$ cat config.mk
export PLATFORM = sky130hd
export DESIGN_NAME = aes_read_sequencer_flat
export DESIGN_NICKNAME = d
export VERILOG_FILES = /design/src/rtl/aes_read_sequencer_pkg.sv /design/src/rtl/aes_read_sequencer_if.sv /design/src/rtl/aes_read_sequencer_mux.sv /design/src/rtl/aes_read_sequencer.sv /design/src/flat_wrapper.sv
export SDC_FILE = /design/constraint.sdc
export NUM_CORES = 1
export LEC_CHECK = 0
export CORE_ASPECT_RATIO = 1.5
export CORE_MARGIN = 2
export CORE_UTILIZATION = 35
export CTS_CLUSTER_SIZE = 40
export DETAILED_ROUTE_END_ITERATION = 10
export SYNTH_ARGS = -nofsm -noshare
export SYNTH_HDL_FRONTEND = slang
export SYNTH_SLANG_ARGS = --single-unit
$ cat constraint.sdc
create_clock -name clk -period 6.07 [get_ports clk]
set_input_delay 1.821 -clock clk [delete_from_list [all_inputs] [get_ports clk]]
set_output_delay 1.821 -clock clk [all_outputs]
set_load 0.03 [all_outputs]
$ cat src/rtl/aes_read_sequencer_pkg.sv
// -----------------------------------------------------------------------------
// aes_read_pkg
// Shared types and defaults for the AES read sequencer slice:
//   rs_state_e  - sequencer FSM states (IDLE / SEND)
//   rs_order_e  - lane read order (linear / transposed)
//   DEF_*       - default lane width and state geometry (one AES state)
//   lane_map()  - counter-to-source-lane index mapping
// -----------------------------------------------------------------------------
package aes_read_pkg;

    typedef enum logic {
        ST_IDLE = 1'b0,
        ST_SEND = 1'b1
    } rs_state_e;

    typedef enum logic {
        ORD_LINEAR    = 1'b0,
        ORD_TRANSPOSE = 1'b1
    } rs_order_e;

    localparam int unsigned DEF_W    = 32'd8;
    localparam int unsigned DEF_ROWS = 32'd4;
    localparam int unsigned DEF_COLS = 32'd4;

    // The AES state is stored column-major (lane = col*ROWS + row), so a
    // row-major walk visits lane (c % COLS)*ROWS + c / COLS at step c.
    function automatic int unsigned lane_map(
        input int unsigned c,
        input int unsigned rows,
        input int unsigned cols,
        input rs_order_e   ord
    );
        int unsigned idx;
        if (ord == ORD_TRANSPOSE) begin
            idx = (c % cols) * rows + (c / cols);
        end else begin
            idx = c;
        end
        return idx;
    endfunction

endpackage

$ cat src/rtl/aes_read_sequencer_if.sv
// -----------------------------------------------------------------------------
// aes_read_sequencer_if
// Valid/ready lane stream between the read sequencer and the byte-wide
// result/readback consumer.
//   out_valid  - a lane is presented
//   out_ready  - consumer accepts the presented lane
//   out_data   - lane value (W bits)
//   out_idx    - source lane index of out_data
//   out_last   - presented lane is the final lane of the word
// Modports: master = sequencer side, slave = consumer side.
// -----------------------------------------------------------------------------
interface aes_read_sequencer_if #(
    parameter int unsigned W  = 32'd8,
    parameter int unsigned N  = 32'd16,
    parameter int unsigned IW = (N > 32'd1) ? $clog2(N) : 32'd1
);
    logic          out_valid;
    logic          out_ready;
    logic [W-1:0]  out_data;
    logic [IW-1:0] out_idx;
    logic          out_last;

    modport master (
        output out_valid,
        output out_data,
        output out_idx,
        output out_last,
        input  out_ready
    );

    modport slave (
        input  out_valid,
        input  out_data,
        input  out_idx,
        input  out_last,
        output out_ready
    );
endinterface

$ cat src/rtl/aes_read_sequencer_mux.sv
// -----------------------------------------------------------------------------
// aes_read_mux_n
// Purely combinational N-to-1 mux of W-bit lanes; the generalised form of
// the original 4-to-1 byte read mux.
//   din  - packed lanes, lane k = din[k*W +: W]
//   sel  - lane select
//   dout - selected lane (zero for an out-of-range select)
// -----------------------------------------------------------------------------
module aes_read_mux_n #(
    parameter int unsigned W  = 32'd8,
    parameter int unsigned N  = 32'd16,
    parameter int unsigned IW = (N > 32'd1) ? $clog2(N) : 32'd1
) (
    input  logic [N*W-1:0] din,
    input  logic [IW-1:0]  sel,
    output logic [W-1:0]   dout
);

    logic [W-1:0] lanes_s [N];

    for (genvar k = 0; k < N; k++) begin : g_lane
        assign lanes_s[k] = din[k*W +: W];
    end

    // Lane selection; guards select values beyond N-1 for non-power-of-two N.
    always_comb begin
        dout = '0;
        if (32'(sel) < N) begin
            dout = lanes_s[sel];
        end else begin
            dout = '0;
        end
    end

endmodule

$ cat src/rtl/aes_read_sequencer.sv
// -----------------------------------------------------------------------------
// aes_read_sequencer
// Captures an N-lane state word into a shadow register and streams it out one
// lane per valid/ready handshake, in linear or transposed (row-major) order.
// A load on the final handshake chains the next word with no idle bubble.
// Ports:
//   clk, rst_n  - clock, asynchronous active-low reset
//   load, order - capture request for din and its read order
//   din         - N*W state word
//   abort       - synchronous flush to IDLE (highest priority)
//   busy        - shadow register holds undrained data
//   load_drop   - one-cycle pulse after an ignored load
//   stream      - lane stream (master side)
// -----------------------------------------------------------------------------
module aes_read_sequencer
    import aes_read_pkg::*;
#(
    parameter  int unsigned W    = DEF_W,
    parameter  int unsigned ROWS = DEF_ROWS,
    parameter  int unsigned COLS = DEF_COLS,
    localparam int unsigned N    = ROWS * COLS,
    localparam int unsigned IW   = (N > 32'd1) ? $clog2(N) : 32'd1
) (
    input  logic                 clk,
    input  logic                 rst_n,
    input  logic                 load,
    input  logic                 order,
    input  logic [N*W-1:0]       din,
    input  logic                 abort,
    output logic                 busy,
    output logic                 load_drop,
    aes_read_sequencer_if.master stream
);

    localparam logic [IW-1:0] CNT_LAST = IW'(N - 32'd1);

    rs_state_e      state_r;
    rs_state_e      state_s;
    logic [IW-1:0]  cnt_r;
    logic [IW-1:0]  cnt_s;
    rs_order_e      order_r;
    logic [N*W-1:0] shadow_r;
    logic           capture_s;
    logic           drop_r;
    logic           drop_s;
    logic           send_s;
    logic           hs_s;
    logic           last_s;
    logic [IW-1:0]  idx_s;
    logic [W-1:0]   lane_s;

    // Decode of the registered state; no path from out_ready to out_valid.
    always_comb begin
        send_s = (state_r == ST_SEND);
        hs_s   = send_s & stream.out_ready;
        last_s = send_s & (cnt_r == CNT_LAST);
        idx_s  = IW'(lane_map(32'(cnt_r), ROWS, COLS, order_r));
    end

    aes_read_mux_n #(
        .W  (W),
        .N  (N),
        .IW (IW)
    ) u_mux (
        .din  (shadow_r),
        .sel  (idx_s),
        .dout (lane_s)
    );

    // Next-state, counter and capture decisions.
    always_comb begin
        state_s   = state_r;
        cnt_s     = cnt_r;
        capture_s = 1'b0;
        drop_s    = 1'b0;
        if (abort) begin
            // Abort wins over any load or handshake in the same cycle.
            state_s = ST_IDLE;
            cnt_s   = '0;
        end else begin
            case (state_r)
                ST_IDLE: begin
                    if (load) begin
                        capture_s = 1'b1;
                        cnt_s     = '0;
                        state_s   = ST_SEND;
                    end else begin
                        state_s   = ST_IDLE;
                    end
                end
                ST_SEND: begin
                    if (hs_s && last_s) begin
                        cnt_s = '0;
                        if (load) begin
                            // Back-to-back: next word starts without a bubble.
                            capture_s = 1'b1;
                            state_s   = ST_SEND;
                        end else begin
                            state_s   = ST_IDLE;
                        end
                    end else begin
                        if (hs_s) begin
                            cnt_s = cnt_r + {{(IW-1){1'b0}}, 1'b1};
                        end else begin
                            cnt_s = cnt_r;
                        end
                        drop_s = load;
                    end
                end
                default: begin
                    state_s = ST_IDLE;
                    cnt_s   = '0;
                end
            endcase
        end
    end

    // FSM state, lane counter, latched order and drop pulse.
    always_ff @(posedge clk or negedge rst_n) begin
        if (!rst_n) begin
            state_r <= ST_IDLE;
            cnt_r   <= '0;
            order_r <= ORD_LINEAR;
            drop_r  <= 1'b0;
        end else begin
            state_r <= state_s;
            cnt_r   <= cnt_s;
            drop_r  <= drop_s;
            if (capture_s) begin
                order_r <= rs_order_e'(order);
            end else begin
                order_r <= order_r;
            end
        end
    end

    // Shadow register; only a capture changes it, so a held lane stays stable.
    always_ff @(posedge clk or negedge rst_n) begin
        if (!rst_n) begin
            shadow_r <= '0;
        end else if (capture_s) begin
            shadow_r <= din;
        end else begin
            shadow_r <= shadow_r;
        end
    end

    // Lane outputs are forced to zero outside SEND so IDLE never shows stale data.
    always_comb begin
        busy             = send_s;
        load_drop        = drop_r;
        stream.out_valid = send_s;
        stream.out_last  = last_s;
        if (send_s) begin
            stream.out_data = lane_s;
            stream.out_idx  = idx_s;
        end else begin
            stream.out_data = '0;
            stream.out_idx  = '0;
        end
    end

endmodule

$ cat src/flat_wrapper.sv
// flat-port wrapper written by rule: the top's interface ports become plain ports
module aes_read_sequencer_flat import aes_read_pkg::*;
#(
    parameter  int unsigned W    = DEF_W,
    parameter  int unsigned ROWS = DEF_ROWS,
    parameter  int unsigned COLS = DEF_COLS,
    localparam int unsigned N    = ROWS * COLS,
    localparam int unsigned IW   = (N > 32'd1) ? $clog2(N) : 32'd1
)
  (clk, rst_n, load, order, din, abort, busy, load_drop, stream_out_valid, stream_out_data, stream_out_idx, stream_out_last, stream_out_ready);
  aes_read_sequencer_if #(.W(W), .N((ROWS * COLS))) stream_i ();
  input  logic clk;
  input  logic rst_n;
  input  logic load;
  input  logic order;
  input  logic [N*W-1:0] din;
  input  logic abort;
  output logic busy;
  output logic load_drop;
  output wire logic [$bits(stream_i.out_valid)-1:0] stream_out_valid;
  output wire logic [$bits(stream_i.out_data)-1:0] stream_out_data;
  output wire logic [$bits(stream_i.out_idx)-1:0] stream_out_idx;
  output wire logic [$bits(stream_i.out_last)-1:0] stream_out_last;
  input wire logic [$bits(stream_i.out_ready)-1:0] stream_out_ready;
  assign stream_out_valid = stream_i.out_valid;
  assign stream_out_data = stream_i.out_data;
  assign stream_out_idx = stream_i.out_idx;
  assign stream_out_last = stream_i.out_last;
  assign stream_i.out_ready = stream_out_ready;
  aes_read_sequencer #(.W(W), .ROWS(ROWS), .COLS(COLS)) u_core (.clk(clk), .rst_n(rst_n), .load(load), .order(order), .din(din), .abort(abort), .busy(busy), .load_drop(load_drop), .stream(stream_i));
endmodule
# Word level (Yosys, flattened, before mapping)
# Cells that the tools add are included.
# op_classes
add_sub_neg,2
n_lt_le_gt_ge,1
eq_ne,3
mux,21
n_bitwise,4
n_reduce_logical,2
# ops
op,n
binary-select mux 8 bit (select 4 bit),1
two-way mux 4 bit,6
two-way mux 8 bit,3
two-way mux 1 bit,8
one-hot mux 4 bit (2 select lines),1
>= comparator 5 bit (second input constant),1
NOT 4 -> 5 bit,1
adder 4 x 1 -> 4 bit (second input constant),1
adder 4 x 2 -> 4 bit,1
== test 4 bit (second input constant),1
!= test 4 bit (second input constant),1
one-hot mux 1 bit (2 select lines),2
!= test 3 bit (second input constant),1
bitwise AND 1 bit,2
AND reduction 2 bit,1
logical AND 1 bit,1
NOT 1 bit,1
# totals
regBits,135
input_bits,134
output_inout_bits,16
elab_cells,38

# Longest topological paths before layout
# depth
ltp_word,7
mapped_depth,8
ltp_nobuf,5

# Hierarchy
# A second synthesis with hierarchy kept.
# hier_totals
hier_cells,391
area_unflattened_um2,6806.5
# by_module_without_submodules
mod,n_inst,cells_per_inst,area_per_inst_um2,seq_area_each_um2
aes_read_sequencer,1,321,5773.0,3378.2
aes_read_mux_n,1,70,1033.5,0.0

# Least setup slack after synthesis
# No wires, ideal clock.
# synth_timing
path_kind,reg2out
startpoint,reg u_core.cnt_r[2]
endpoint,out stream_out_data[1]
arrival_ns,2.236
required_time_ns,4.249
setup_slack_ns,2.013
stages_incl_launch_ff,8
n_path_buf,2
path_cell_list,dfrtp_1 -> buf_2 -> mux2i_1 -> buf_2 -> nor2_1 -> o211ai_1 -> a21oi_1 -> o31ai_1
# synth_via
elab_chain_len,7
# synth_rtl
element,line,text
"start, declared",aes_read_sequencer.sv:39,logic [IW-1:0] cnt_r;
"start signal, assigned",aes_read_sequencer.sv:127,cnt_r <= cnt_s;
adder 4 x 2 -> 4 bit,aes_read_sequencer_pkg.sv:35,idx = (c % cols) * rows + (c / cols);
two-way mux 4 bit *,aes_read_sequencer_pkg.sv:34,if (ord == ORD_TRANSPOSE) begin
NOT 4 -> 5 bit (not written as such) *,aes_read_sequencer_mux.sv:29,dout = lanes_s[sel];
binary-select mux 8 bit (select 4 bit) *,aes_read_sequencer_mux.sv:29,
two-way mux 8 bit (not written as such) * (2 in series),aes_read_sequencer_mux.sv:29,
two-way mux 8 bit *,aes_read_sequencer.sv:154,if (send_s) begin
"end, declared",flat_wrapper.sv:21,output wire logic [$bits(stream_i.out_data)-1:0] stream_out_data;
# Every way passes the cells marked *; elsewhere a longest branch is shown, timed or not. The select of a mux whose other input is x is not followed.

# Final worst setup path
# layout_timing
startpoint,reg u_core.order_r
endpoint,out stream_out_data[3]
# layout_via
elab_chain_len,6
# layout_rtl
element,line,text
"start, declared",aes_read_sequencer.sv:41,rs_order_e order_r;
"start signal, assigned",aes_read_sequencer.sv:130,order_r <= rs_order_e'(order);
"start signal, assigned",aes_read_sequencer.sv:132,order_r <= order_r;
two-way mux 4 bit,aes_read_sequencer_pkg.sv:34,
NOT 4 -> 5 bit (not written as such),aes_read_sequencer_mux.sv:29,
binary-select mux 8 bit (select 4 bit),aes_read_sequencer_mux.sv:29,
two-way mux 8 bit (not written as such) (2 in series),aes_read_sequencer_mux.sv:29,
two-way mux 8 bit,aes_read_sequencer.sv:154,
# No other way between the ends. The select of a mux whose other input is x is not followed.

==> flow_summary.ini <==
[min_path]
min_to = u_core.shadow_r[51]$_DFFE_PN0P_
worstHoldPathCells = 1
hp-class = reg -> reg
min_from = u_core.shadow_r[51]$_DFFE_PN0P_

[cts]
postCtsSetupBuffers = 0
clockRootBuffer = clkbuf_16
cts_tree = done
cts-htree-levels = 4
ctsHoldBuffers = 0
path_clk_slew_ps = 60
cts_buffers = 17
clock-sinks = 135
cts_buffer_depth = 2
cts.repair.resized = 0
insertion_delay_ps = 420

[sta]
slew_viol_final = 0
rsz0062_at_grt = false
hold_violations = 0
fmax_ghz = 0.187
setup_tns_ps = 0
finalCritPeriodShare_pct = 87.9
fin_ws_ps = 734
skew_ps = 8.87
worstMarginPinSlew_ps = 950
relSlewSlack_pct = 36.7
setup_viol = 0
period_needed_ps = 5340

[routing]
drtIter0Drc = 289
antenna_left = 0
via_count = 4547
wirelength_mm = 17.3
drt_first_pass_iters = 5
drc = 0
viasPerCell = 5.15
wl_per_cell_um = 19.6

[global_routing]
grt_pass1_wl_mm = 26.5
antenna_found_initial = 0
grt-ovfl-total = 0
track_usage_pct = 18.3
grt_pass1_vias = 4907
grt_start_max_net_pins = 96

[logic_synthesis]
synth_cells = 514
synth.distinct_cells = 34
ys_seq_elements = 135
yosysWarningCount = 0
netlist_area_sq_mm = 0.00642
ys.flop_type = dfrtp_1
async_flop_share_pct = 100
syn-mean-instance-area_sq_um = 12.5
yosysSeqAreaShare_pct = 52.7
synth-edff-count = 0
syn-num-nets = 649

[run_status]
status = finished clean

[die]
die_x_um = 115
pin_count = 150
core-area_sq_mm = 0.0179
die_y_um = 170
fp-row-count = 60
start_util_pct = 35.8
dieArea_sq_mm = 0.0195

[final_layout]
final.fill_count = 1623
drive_gt1_share_pct = 27.9
area_delta_synth_final_pct = 34.0
antenna_cells = 0
fin_nets = 788
register_area_sq_mm = 0.00338
fin_util_pct = 47.9
multiInputGateArea_sq_mm = 0.00283

[place]
place.gp.congestion = 0.872
dp_hpwl_mm = 12.8
io_buffers = 149
place_ws_ps = 1150

[run]
maxCapViolations = 0

[setup_path]
r2r_end = u_core.order_r$_DFFE_PN0P_
reg2reg_from = u_core.cnt_r[0]$_DFFE_PN0P_
ff2ff_setup_slack_ps = 3390
cp-end-kind = output port
start_kind = flop
cp_data_required_time_ps = 4250
cp.arrival_ps = 3510
worstSetupPathType = reg -> out
rr_worst_depth = 6
cp_max_fo = 33

[power]
power.density_mw_per_mm2 = 307
p_total_mw = 2.64
leakage_nw = 3.41
ir_worst_vdd_mv = 0.178
[area by class of cell]
type / count / area share (%)
Inverter: 3 / 0.131
Clock buffer: 19 / 5.27
Tap cell: 217 / 3.16
Clock inverter: 13 / 1.41
Multi-Input combinational cell: 342 / 32.9
Timing Repair Buffer: 154 / 17.8
Sequential cell: 135 / 39.3
[worst max path at each step]
stage,cells past startpoint,end,start,slack [ps]
floorplan,7,stream_out_data[1],u_core.cnt_r[2]$_DFFE_PN0P_,2010
global placement,7,stream_out_data[3],u_core.order_r$_DFFE_PN0P_,1180
detailed placement,7,stream_out_data[3],u_core.order_r$_DFFE_PN0P_,1150
CTS,7,stream_out_data[3],u_core.order_r$_DFFE_PN0P_,700
global route,5,stream_out_data[5],u_core.cnt_r[0]$_DFFE_PN0P_,550
finish,7,stream_out_data[3],u_core.order_r$_DFFE_PN0P_,730
[report_power, final]
group | switching (mW) | internal, mW
Combinational | 0.187 | 0.293
Clock | 0.398 | 0.588
Sequential | 0.110 | 1.07
[flip-flops by register name (all words and copies together), names as in the netlist]
register / count
u_core.load_drop: 1
u_core.busy: 1
u_core.order_r: 1
u_core.shadow_r: 128
u_core.cnt_r: 4
[metal layers]
| metal | vias to the layer above | wire length, um | global-route usage [%] |
|---|---|---|---|
| met4 | 0 | 256 | 6.20 |
| met3 | 16 | 749 | 3.35 |
| met1 | 2274 | 6740 | 21.1 |
| met5 | - | 0 | 0 |
| met2 | 131 | 9520 | 33.6 |
| li1 | 2126 | - | - |
[critical path, stage by stage (launching register included)]
cell             delay, ps
dfrtp_1                540
nand2b_1               470
nand2_1                200
buf_4                  380
mux4_2                 410
a22oi_1                300
o31ai_1                160
clkdlybuf4s50_1        620
[through the flow]
stage	cells	cell area (sq um)	hold slack [ps]
2_1_floorplan	514	6420	472
3_3_place_gp	851	8020	485
3_5_place_dp	851	8020	494
4_1_cts	883	8590	507
5_1_grt	883	8590	516
6_report	883	8590	503
[synth_stat cells, drive strengths merged, types with 5 or more instances]
| library cell | number | area share (%) |
|---|---|---|
| nand4 | 5 | 0.49 |
| buf | 26 | 2.8 |
| o31ai | 5 | 0.59 |
| mux2 | 131 | 23 |
| nand3 | 15 | 1.2 |
| and2 | 5 | 0.49 |
| o211ai | 5 | 0.59 |
| nor2 | 47 | 2.7 |
| o21ai | 18 | 1.4 |
| a21oi | 14 | 1.1 |
| clkbuf | 8 | 0.47 |
| o22a | 5 | 0.68 |
| dfrtp | 135 | 53 |
| mux4 | 16 | 5.7 |
| a22oi | 8 | 0.94 |
| nand2 | 51 | 3.0 |
[cell families after synthesis]
group                      synth area share (%)
AOI/OAI and AO/OA                          6.20
adders and majority gates                 0.195
buffers and inverters                      3.43
DFF                                        52.7
muxes                                      28.9
and+or+nand+nor                            8.64
[layout by cell type, fill, tap and decap left out, types with 2 or more instances in the layout]
cell type	instances
a21oi_1	14
buf_4	5
clkbuf_8	2
inv_1	3
clkbuf_16	17
o31ai_1	5
o211ai_1	5
nand2b_1	4
clkdlybuf4s50_1	148
inv_6	3
clkinv_4	2
clkinvlp_4	5
mux4_2	15
and2_1	5
nand3_1	15
dfrtp_1	135
a22oi_1	8
o221ai_1	3
mux2_2	130
o21ai_0	17
nor2b_1	2
nor2_1	46
o22a_1	5
nand2_1	51
nand4_1	5
o21a_1	2
clkinv_2	2
Note: power is estimated with default switching activity, not from simulation.
